`config.mk`:
```
export PLATFORM = sky130hd
export DESIGN_NAME = execute_stage
export DESIGN_NICKNAME = d
export VERILOG_FILES = /design/src/rtl/execute_stage.sv
export SDC_FILE = /design/constraint.sdc
export NUM_CORES = 2
export LEC_CHECK = 0
export CORE_ASPECT_RATIO = 1.1
export CORE_MARGIN = 2
export CORE_UTILIZATION = 60
export DETAILED_ROUTE_END_ITERATION = 8
export DONT_BUFFER_PORTS = 1
export GPL_TIMING_DRIVEN = 1
export PLACE_DENSITY = 0.76
export SLEW_MARGIN = 10
export SYNTH_ARGS = -nofsm -noshare
export SYNTH_HDL_FRONTEND = slang
export SYNTH_SLANG_ARGS = --single-unit
```
`constraint.sdc`:
```
create_clock -name clk -period 14.6 [get_ports clk]
set_input_delay 1.46 -clock clk [delete_from_list [all_inputs] [get_ports clk]]
set_output_delay 1.46 -clock clk [all_outputs]
set_load 0.03 [all_outputs]
```
`src/rtl/execute_stage.sv`:
```
// LEGv8 execute stage: registered ALU result, branch target and control, with an
// iterative shift-add multiplier behind valid/ready handshakes on both sides.
`ifndef WORD
`define WORD 64
`endif

module execute_stage #(
    parameter int MUL_STEP = 4
) (
    input  logic             clk,
    input  logic             reset,
    input  logic             in_valid,
    output logic             in_ready,
    input  logic [`WORD-1:0] cur_pc,
    input  logic [`WORD-1:0] read_data1,
    input  logic [`WORD-1:0] read_data2,
    input  logic [`WORD-1:0] sign_extended_output,
    input  logic [10:0]      opcode,
    input  logic [1:0]       alu_op,
    input  logic             alu_src,
    input  logic             branch,
    input  logic             uncondbranch,
    input  logic             mem_read,
    input  logic             mem_write,
    input  logic             mem_to_reg,
    input  logic             reg_write,
    output logic             out_valid,
    input  logic             out_ready,
    output logic [`WORD-1:0] alu_result,
    output logic             zero,
    output logic [`WORD-1:0] branch_target,
    output logic             pc_src,
    output logic [`WORD-1:0] write_data_out,
    output logic             mem_read_o,
    output logic             mem_write_o,
    output logic             mem_to_reg_o,
    output logic             reg_write_o
);
    localparam int W     = `WORD;
    localparam int STEPS = W / MUL_STEP;
    localparam int CW    = (STEPS > 1) ? $clog2(STEPS) : 1;

    localparam logic [10:0] OPC_ADD = 11'b10001011000;
    localparam logic [10:0] OPC_SUB = 11'b11001011000;
    localparam logic [10:0] OPC_AND = 11'b10001010000;
    localparam logic [10:0] OPC_ORR = 11'b10101010000;
    localparam logic [10:0] OPC_MUL = 11'b10011011000;

    typedef enum logic {IDLE, MUL} state_t;
    state_t state, state_next;

    logic [W-1:0]  operand_b;
    logic [W-1:0]  alu_value;
    logic [W-1:0]  branch_sum;
    logic [W-1:0]  mul_a;
    logic [W-1:0]  mul_b;
    logic [W-1:0]  acc;
    logic [W-1:0]  acc_next;
    logic [CW-1:0] count;
    logic          branch_q;
    logic          uncond_q;
    logic          is_mul;
    logic          accept;
    logic          mul_done;

    assign in_ready   = (state == IDLE) && (!out_valid || out_ready);
    assign accept     = in_valid && in_ready;
    assign operand_b  = alu_src ? sign_extended_output : read_data2;
    assign is_mul     = (alu_op == 2'b10) && (opcode == OPC_MUL);
    assign branch_sum = cur_pc + (sign_extended_output << 2);
    assign mul_done   = (state == MUL) && (count == CW'(STEPS - 1));

    // mul_a/mul_b are pre-shifted each step, so the low digit of mul_b always
    // pairs with A already scaled to that digit's weight.
    assign acc_next = acc + mul_a * W'(mul_b[MUL_STEP-1:0]);

    always_comb begin
        alu_value = '0;
        case (alu_op)
            2'b01: alu_value = operand_b;
            2'b10: begin
                case (opcode)
                    OPC_ADD: alu_value = read_data1 + operand_b;
                    OPC_SUB: alu_value = read_data1 - operand_b;
                    OPC_AND: alu_value = read_data1 & operand_b;
                    OPC_ORR: alu_value = read_data1 | operand_b;
                    default: alu_value = '0;
                endcase
            end
            default: alu_value = read_data1 + operand_b;
        endcase
    end

    always_ff @(posedge clk or posedge reset) begin
        if (reset) state <= IDLE;
        else       state <= state_next;
    end

    always_comb begin
        state_next = state;
        case (state)
            IDLE:    if (accept && is_mul) state_next = MUL;
            MUL:     if (mul_done) state_next = IDLE;
            default: state_next = IDLE;
        endcase
    end

    // Output registers only load on accept or MUL completion, which keeps them
    // frozen while downstream stalls (accept is impossible then).
    always_ff @(posedge clk or posedge reset) begin
        if (reset) begin
            out_valid      <= 1'b0;
            alu_result     <= '0;
            zero           <= 1'b0;
            branch_target  <= '0;
            pc_src         <= 1'b0;
            write_data_out <= '0;
            mem_read_o     <= 1'b0;
            mem_write_o    <= 1'b0;
            mem_to_reg_o   <= 1'b0;
            reg_write_o    <= 1'b0;
            mul_a          <= '0;
            mul_b          <= '0;
            acc            <= '0;
            count          <= '0;
            branch_q       <= 1'b0;
            uncond_q       <= 1'b0;
        end else if (accept) begin
            branch_target  <= branch_sum;
            write_data_out <= read_data2;
            mem_read_o     <= mem_read;
            mem_write_o    <= mem_write;
            mem_to_reg_o   <= mem_to_reg;
            reg_write_o    <= reg_write;
            if (is_mul) begin
                mul_a      <= read_data1;
                mul_b      <= operand_b;
                acc        <= '0;
                count      <= '0;
                branch_q   <= branch;
                uncond_q   <= uncondbranch;
                out_valid  <= 1'b0;
                alu_result <= '0;
                zero       <= 1'b0;
                pc_src     <= 1'b0;
            end else begin
                alu_result <= alu_value;
                zero       <= (alu_value == '0);
                pc_src     <= uncondbranch | (branch & (alu_value == '0));
                out_valid  <= 1'b1;
            end
        end else if (state == MUL) begin
            acc   <= acc_next;
            mul_a <= mul_a << MUL_STEP;
            mul_b <= mul_b >> MUL_STEP;
            count <= count + CW'(1);
            if (mul_done) begin
                alu_result <= acc_next;
                zero       <= (acc_next == '0);
                pc_src     <= uncond_q | (branch_q & (acc_next == '0));
                out_valid  <= 1'b1;
            end
        end else if (out_ready) begin
            out_valid <= 1'b0;
        end
    end
endmodule

```
### After elaboration in Yosys (flattened, before gate mapping)

Cells that the tools add are included.
Widths: inputs -> output; s select.

* memories: 0
* word-level logic and storage cells: 91
* latch bits: 0
* memory bits (writable): 0
* register bits: 398
* bits in read-only memories: 0
* input port bits: 280
* output and inout bits: 200

* $mul: 1
* reduce and logical (&&, ||, !) cells: 16
* shift-type cells: 0
* div/mod/pow operators: 0
* mux-type cells: 35
* magnitude comparators: 0
* bitwise operators: 7
* equal/unequal tests: 10
* add/sub/neg operators: 5

Operators by type and width (number)
* $mux 64: 14
* $pmux 64 s4: 1
* $add 64x64->64: 3
* $logic_not 64->1: 2
* $pmux 64 s2: 1
* $and 64x64->64: 1
* $mul 64x4->64: 1
* $or 64x64->64: 1
* $sub 64x64->64: 1
* $eq 11x11->1 const B: 5
* $mux 1: 15
* $mux 4: 3
* $reduce_and 2->1: 4
* $logic_and 1x1->1: 5
* $add 4x1->4 const B: 1
* $eq 4x4->1 const B: 1
* $reduce_bool 2->1: 2
* $ne 3x1->1 const B: 1
* $reduce_bool 3->1: 1
* $and 1x1->1: 2
* $eq 2x1->1 const B: 1
* $eq 2x2->1 const B: 1
* $ne 2x2->1 const B: 1
* $or 1x1->1: 2
* other kinds (4): 4

### Depth between registers and ports, before layout

* depth after elaboration: 9
* depth in mapped cells: 26
* gate-level depth less buffers: 23

### Worst setup path before layout

No wires, ideal clock.

* kind: input to register
* from: input port alu_src
* to: register pc_src
* path buffers: 5
* library setup time: 0.084 ns
* stages: 19
* setup slack: 7.233 ns
* required time: 14.516 ns
* arrival time: 7.283 ns
* path through: clkbuf_1 buf_1 buf_1 clkbuf_1 mux2i_1 ha_1 clkbuf_1 or3_1 or4_1 o21ai_1 a2111oi_0 nor3_1 nand3_1 or4_1 a211oi_1 nand4_1 nor4_1 nand4_1 a41oi_2

* cells in the longest elaborated chain, start to end: 9
* elaborated cells between the ends (all ways): 12
* those cells by class: 2 x add/sub; 5 x mux; 4 x bitwise; 1 x reduce/logical

Ends and longest elaborated chain
* start, declared: RTL line 20 `input logic alu_src,`
* $mux 64 *: RTL line 68 `assign operand_b = alu_src ? sign_extended_output : read_data2;`
* $sub 64x64->64 (tied with other cells): RTL line 84 `OPC_SUB: alu_value = read_data1 - operand_b;`
* $pmux 64 s4: RTL line 82 `case (opcode)`
* $pmux 64 s2 *: RTL line 79 `case (alu_op)`
* $logic_not 64->1 *: RTL line 149 `pc_src <= uncondbranch | (branch & (alu_value == '0));`
* $and 1x1->1 *: RTL line 149
* $or 1x1->1 *: RTL line 149
* $mux 1 *: RTL line 135 `if (is_mul) begin`
* $mux 1 *: RTL line 128 `end else if (accept) begin`
* end signal, assigned: RTL line 149
* end signal, assigned: RTL line 160 `pc_src <= uncond_q | (branch_q & (acc_next == '0));`
* end, declared: RTL line 32 `output logic pc_src,`

Mark *: on every way between the ends. The rest lies on a longest branch, timed or not.
A chain may end at the register's enable or synchronous reset.

### Worst setup path after layout

* from: register mul_b[1]
* to: register pc_src

* cells in the longest elaborated chain, start to end: 8

Ends and longest elaborated chain
* start, declared: RTL line 56 `logic [W-1:0] mul_b;`
* start signal, assigned: RTL line 137 `mul_b <= operand_b;`
* start signal, assigned: RTL line 155 `mul_b <= mul_b >> MUL_STEP;`
* $mul 64x4->64: RTL line 75 `assign acc_next = acc + mul_a * W'(mul_b[MUL_STEP-1:0]);`
* $add 64x64->64: RTL line 75
* $logic_not 64->1: RTL line 160
* $and 1x1->1: RTL line 160
* $or 1x1->1: RTL line 160
* $mux 1: RTL line 157 `if (mul_done) begin`
* $mux 1: RTL line 152 `end else if (state == MUL) begin`
* $mux 1: RTL line 128

No other way between the ends. The select of a mux whose other input is x is not followed.

==> flow_summary.yaml <==
status:
  outcome: "finished, final reports clean"
grt:
  grt_pass1_vias: 40530
  grt-ovfl-total: 0
  grtUsageTotal_pct: 42.91
  grt_pass1_wl_um: 245500
  grt_max_degree: 244
  antenna_found_initial: 6
die:
  die_y_um: 286.4
  die_w_um: 260.7
  std_cell_rows: 103
  core_um2: 71780
  io_pins: 480
  dieArea_um2: 74680
  initial_utilization_pct: 60.61
setup_path:
  worstSetupPathType: "flop to flop"
  crit_path_frequent_cell: "fa_1"
  cp_max_fo: 64
  critPathMaxStageDelay_ns: 0.59
  arrival_ns: 7.90
  required_ns: 15.13
  startpoint_type: "flop"
  crit_path_top_delay_cell: "fa_1"
  worstPathCellList: "buf_4, nand2_1, fa_1, fa_1, fa_1, inv_1, ha_1, o21a_1, a2111oi_4, o21bai_2, xor2_1, or4_1, or4b_1, nor4b_2, nand4_1, a2111oi_2, nand4_1, nor4b_2, nand3_1, nor4_2, nand2_1, a41oi_2"
  cp-end-kind: "flop"
synthesis:
  synthFlopType: "dfrtp_1"
  synth_nets: 6446
  async_flop_share_pct: 100.0
  yosysTopAreaCellShare_pct: 22.89
  ys_warn_count: 0
  yosysSeqAreaShare_pct: 22.89
  synth_cell_types: 92
  synthCells: 5626
  synth_most_common_cell: "nand2_1"
  synthesis.area_um2: 43510
  synthTopCellsByCount: "nand2_1, inv_1, a21oi_1, o21ai_0, nor2_1"
  yosys_register_bits: 398
  synthTopCellsByArea: "dfrtp_1, ha_1, fa_1"
  avgSynthCellArea_um2: 7.733
  netlist.top_cell.by_area: "dfrtp_1"
  synth_edf_count: 0
clock_network:
  cts_root_buf: "clkbuf_16"
  htree_levels: 2
  clockBufferDepth: 3
  cts_resized: 0
  tritoncts: "built"
  postCtsSetupBuffers: 0
  clkTransAtPathRegs_ns: 0.06
  cts.sinks: 398
  insertion_delay_ns: 0.62
  cts_buffers: 46
  ctsHoldBuffers: 0
sta:
  fin_setup_tns_ns: 0
  period_share_pct: 50.46
  slew_viol_final: 0
  rsz0062_at_grt: "no"
  fmax_ghz: 0.1357
  finalCriticalPeriod_ns: 7.368
  setup_viol: 0
  max_slew_margin_pct: 15.94
  hold_violations: 0
  clock_skew_ns: 0.03041
  worst_slew_pin_slew_ns: 1.249
hold_path:
  hold_path.class: "flop to flop"
final_layout:
  fin_nets: 6269
  final_core_utilization_pct: 63.64
  fillers: 6362
  layout.cell_area.non_filler_um2: 45690
  post_route_cells_drive_above_1_share_pct: 3.666
  syn_to_final_growth_pct: 5.010
routing:
  firstDrtPassIters: 7
  drc: 0
  ant_nets: 0
  wl_per_cell_um: 25.33
  drtIter0Drc: 5182
  viasPerCell: 6.605
  vias: 42500
  drt_wl_total_um: 163000
place:
  dpl.hpwl_um: 125800
  post_dp_cell_area_um2: 44230
  place.gp.congestion: 1.064
  io_buffers: 0
power_and_ir_drop:
  p_per_area_nw_per_um2: 86.19
  power.leakage_uw: 0.02146
  irDropWorstVdd_uv: 106.1
run:
  maxCapViolCount: 0
[path summary, 6_finish.rpt]
kind | startpoint | endpoint | slack (ns) | cells after the start
min in group asynchronous | reset | branch_target[9]$_DFFE_PP0P_ | 0.88 | 1
hold reg to reg | uncond_q$_DFFE_PP0P_ | uncond_q$_DFFE_PP0P_ | 0.48 | 2
setup reg to reg | mul_b[1]$_DFFE_PP0P_ | pc_src$_DFFE_PP0P_ | 7.23 | 22
max in group asynchronous | reset | write_data_out[48]$_DFFE_PP0P_ | 11.64 | 3
setup / recovery | mul_b[1]$_DFFE_PP0P_ | pc_src$_DFFE_PP0P_ | 7.23 | 22
hold / removal | uncond_q$_DFFE_PP0P_ | uncond_q$_DFFE_PP0P_ | 0.48 | 2
[metrics by stage]
step,setup WS (ns),total power [uW],hold WS [ns],cells
2_1_floorplan,2.072,2387,0.4455,5626
3_3_place_gp,7.445,2736,0.4634,6346
3_5_place_dp,7.381,2749,0.4635,6346
4_1_cts,7.331,3897,0.4773,6428
5_1_grt,6.954,4103,0.5118,6432
6_report,7.232,3938,0.4766,6434
[metal layers]
layer | track usage [%] | vias to the layer above | part of all wire (%) | wire (um)
met5 | 0 | - | 0.0055 | 9
met4 | 20.96 | 2 | 5.9 | 9553
met3 | 12.16 | 510 | 13 | 21250
met2 | 63.26 | 2618 | 42 | 69040
met1 | 57.85 | 20240 | 39 | 63130
li1 | - | 19130 | - | -
[power by group]
part           switching (uW)  leakage (uW)  total (uW)  internal [uW]
logic                     837        0.0159        1270            428
registers                 304       0.00488        1520           1220
clock network             517      0.000694        1150            635
[registers in the layout (all words and copies together), names as in the netlist]
| register | count |
|---|---|
| pc_src | 1 |
| mem_write_o | 1 |
| branch_target | 64 |
| count | 4 |
| out_valid | 1 |
| write_data_out | 64 |
| acc | 64 |
| branch_q | 1 |
| uncond_q | 1 |
| state | 1 |
| reg_write_o | 1 |
| mul_b | 64 |
| alu_result | 64 |
| mem_to_reg_o | 1 |
| mem_read_o | 1 |
| mul_a | 64 |
| zero | 1 |
[layout make-up]
| cell class | instances | area [um^2] | area share (%) |
|---|---|---|---|
| diodes | 6 | 15.01 | 0.03286 |
| clock buffers | 59 | 1230 | 2.692 |
| clock inverters | 23 | 210.2 | 0.4601 |
| inverters | 523 | 1971 | 4.314 |
| multi-input cells | 4411 | 30570 | 66.92 |
| flip-flops and latches | 398 | 9963 | 21.81 |
| well taps | 945 | 1182 | 2.588 |
| repair buffers | 69 | 543.0 | 1.189 |
[cells by family after synthesis]
family,count (synthesis),share of synthesized area (%)
XOR/XNOR,188,3.785
AO/OA/AOI/OAI,1599,23.38
buffers and inverters,817,7.072
flip-flops,398,22.89
multiplexers,143,3.304
adder cells (fa/ha/maj),540,18.72
AND/OR/NAND/NOR,1941,20.85
[critical path, delay by kind of cell (launching register included)]
kind,cells,cell delay (ns)
AND/OR/NAND/NOR,10,3.10
adder cells (fa/ha/maj),4,1.86
AO/OA/AOI/OAI,5,1.32
buffers and inverters,2,0.52
flip-flops,1,0.32
XOR/XNOR,1,0.19
[cell usage in the layout (no fill, tap or decap), types with 46 or more instances in the layout]
| master | synthesis | layout |
|---|---|---|
| and2_1 | 253 | 252 |
| o21bai_1 | 58 | 58 |
| inv_1 | 511 | 510 |
| ha_1 | 355 | 354 |
| o211ai_1 | 51 | 51 |
| o21a_1 | 56 | 55 |
| xor2_1 | 58 | 58 |
| xnor2_1 | 130 | 130 |
| buf_4 | 0 | 67 |
| dfrtp_1 | 398 | 397 |
| a21o_1 | 92 | 92 |
| fa_1 | 185 | 185 |
| clkbuf_16 | 0 | 46 |
| mux2i_1 | 138 | 138 |
| nor2_1 | 399 | 396 |
| a211oi_1 | 57 | 57 |
| o31ai_1 | 68 | 68 |
| a21oi_1 | 423 | 422 |
| nand2_1 | 796 | 795 |
| nand3_1 | 99 | 99 |
| o21ai_0 | 400 | 399 |
| nor3_1 | 97 | 96 |
| a221oi_1 | 55 | 55 |
Power figures use the tool's default switching activity.
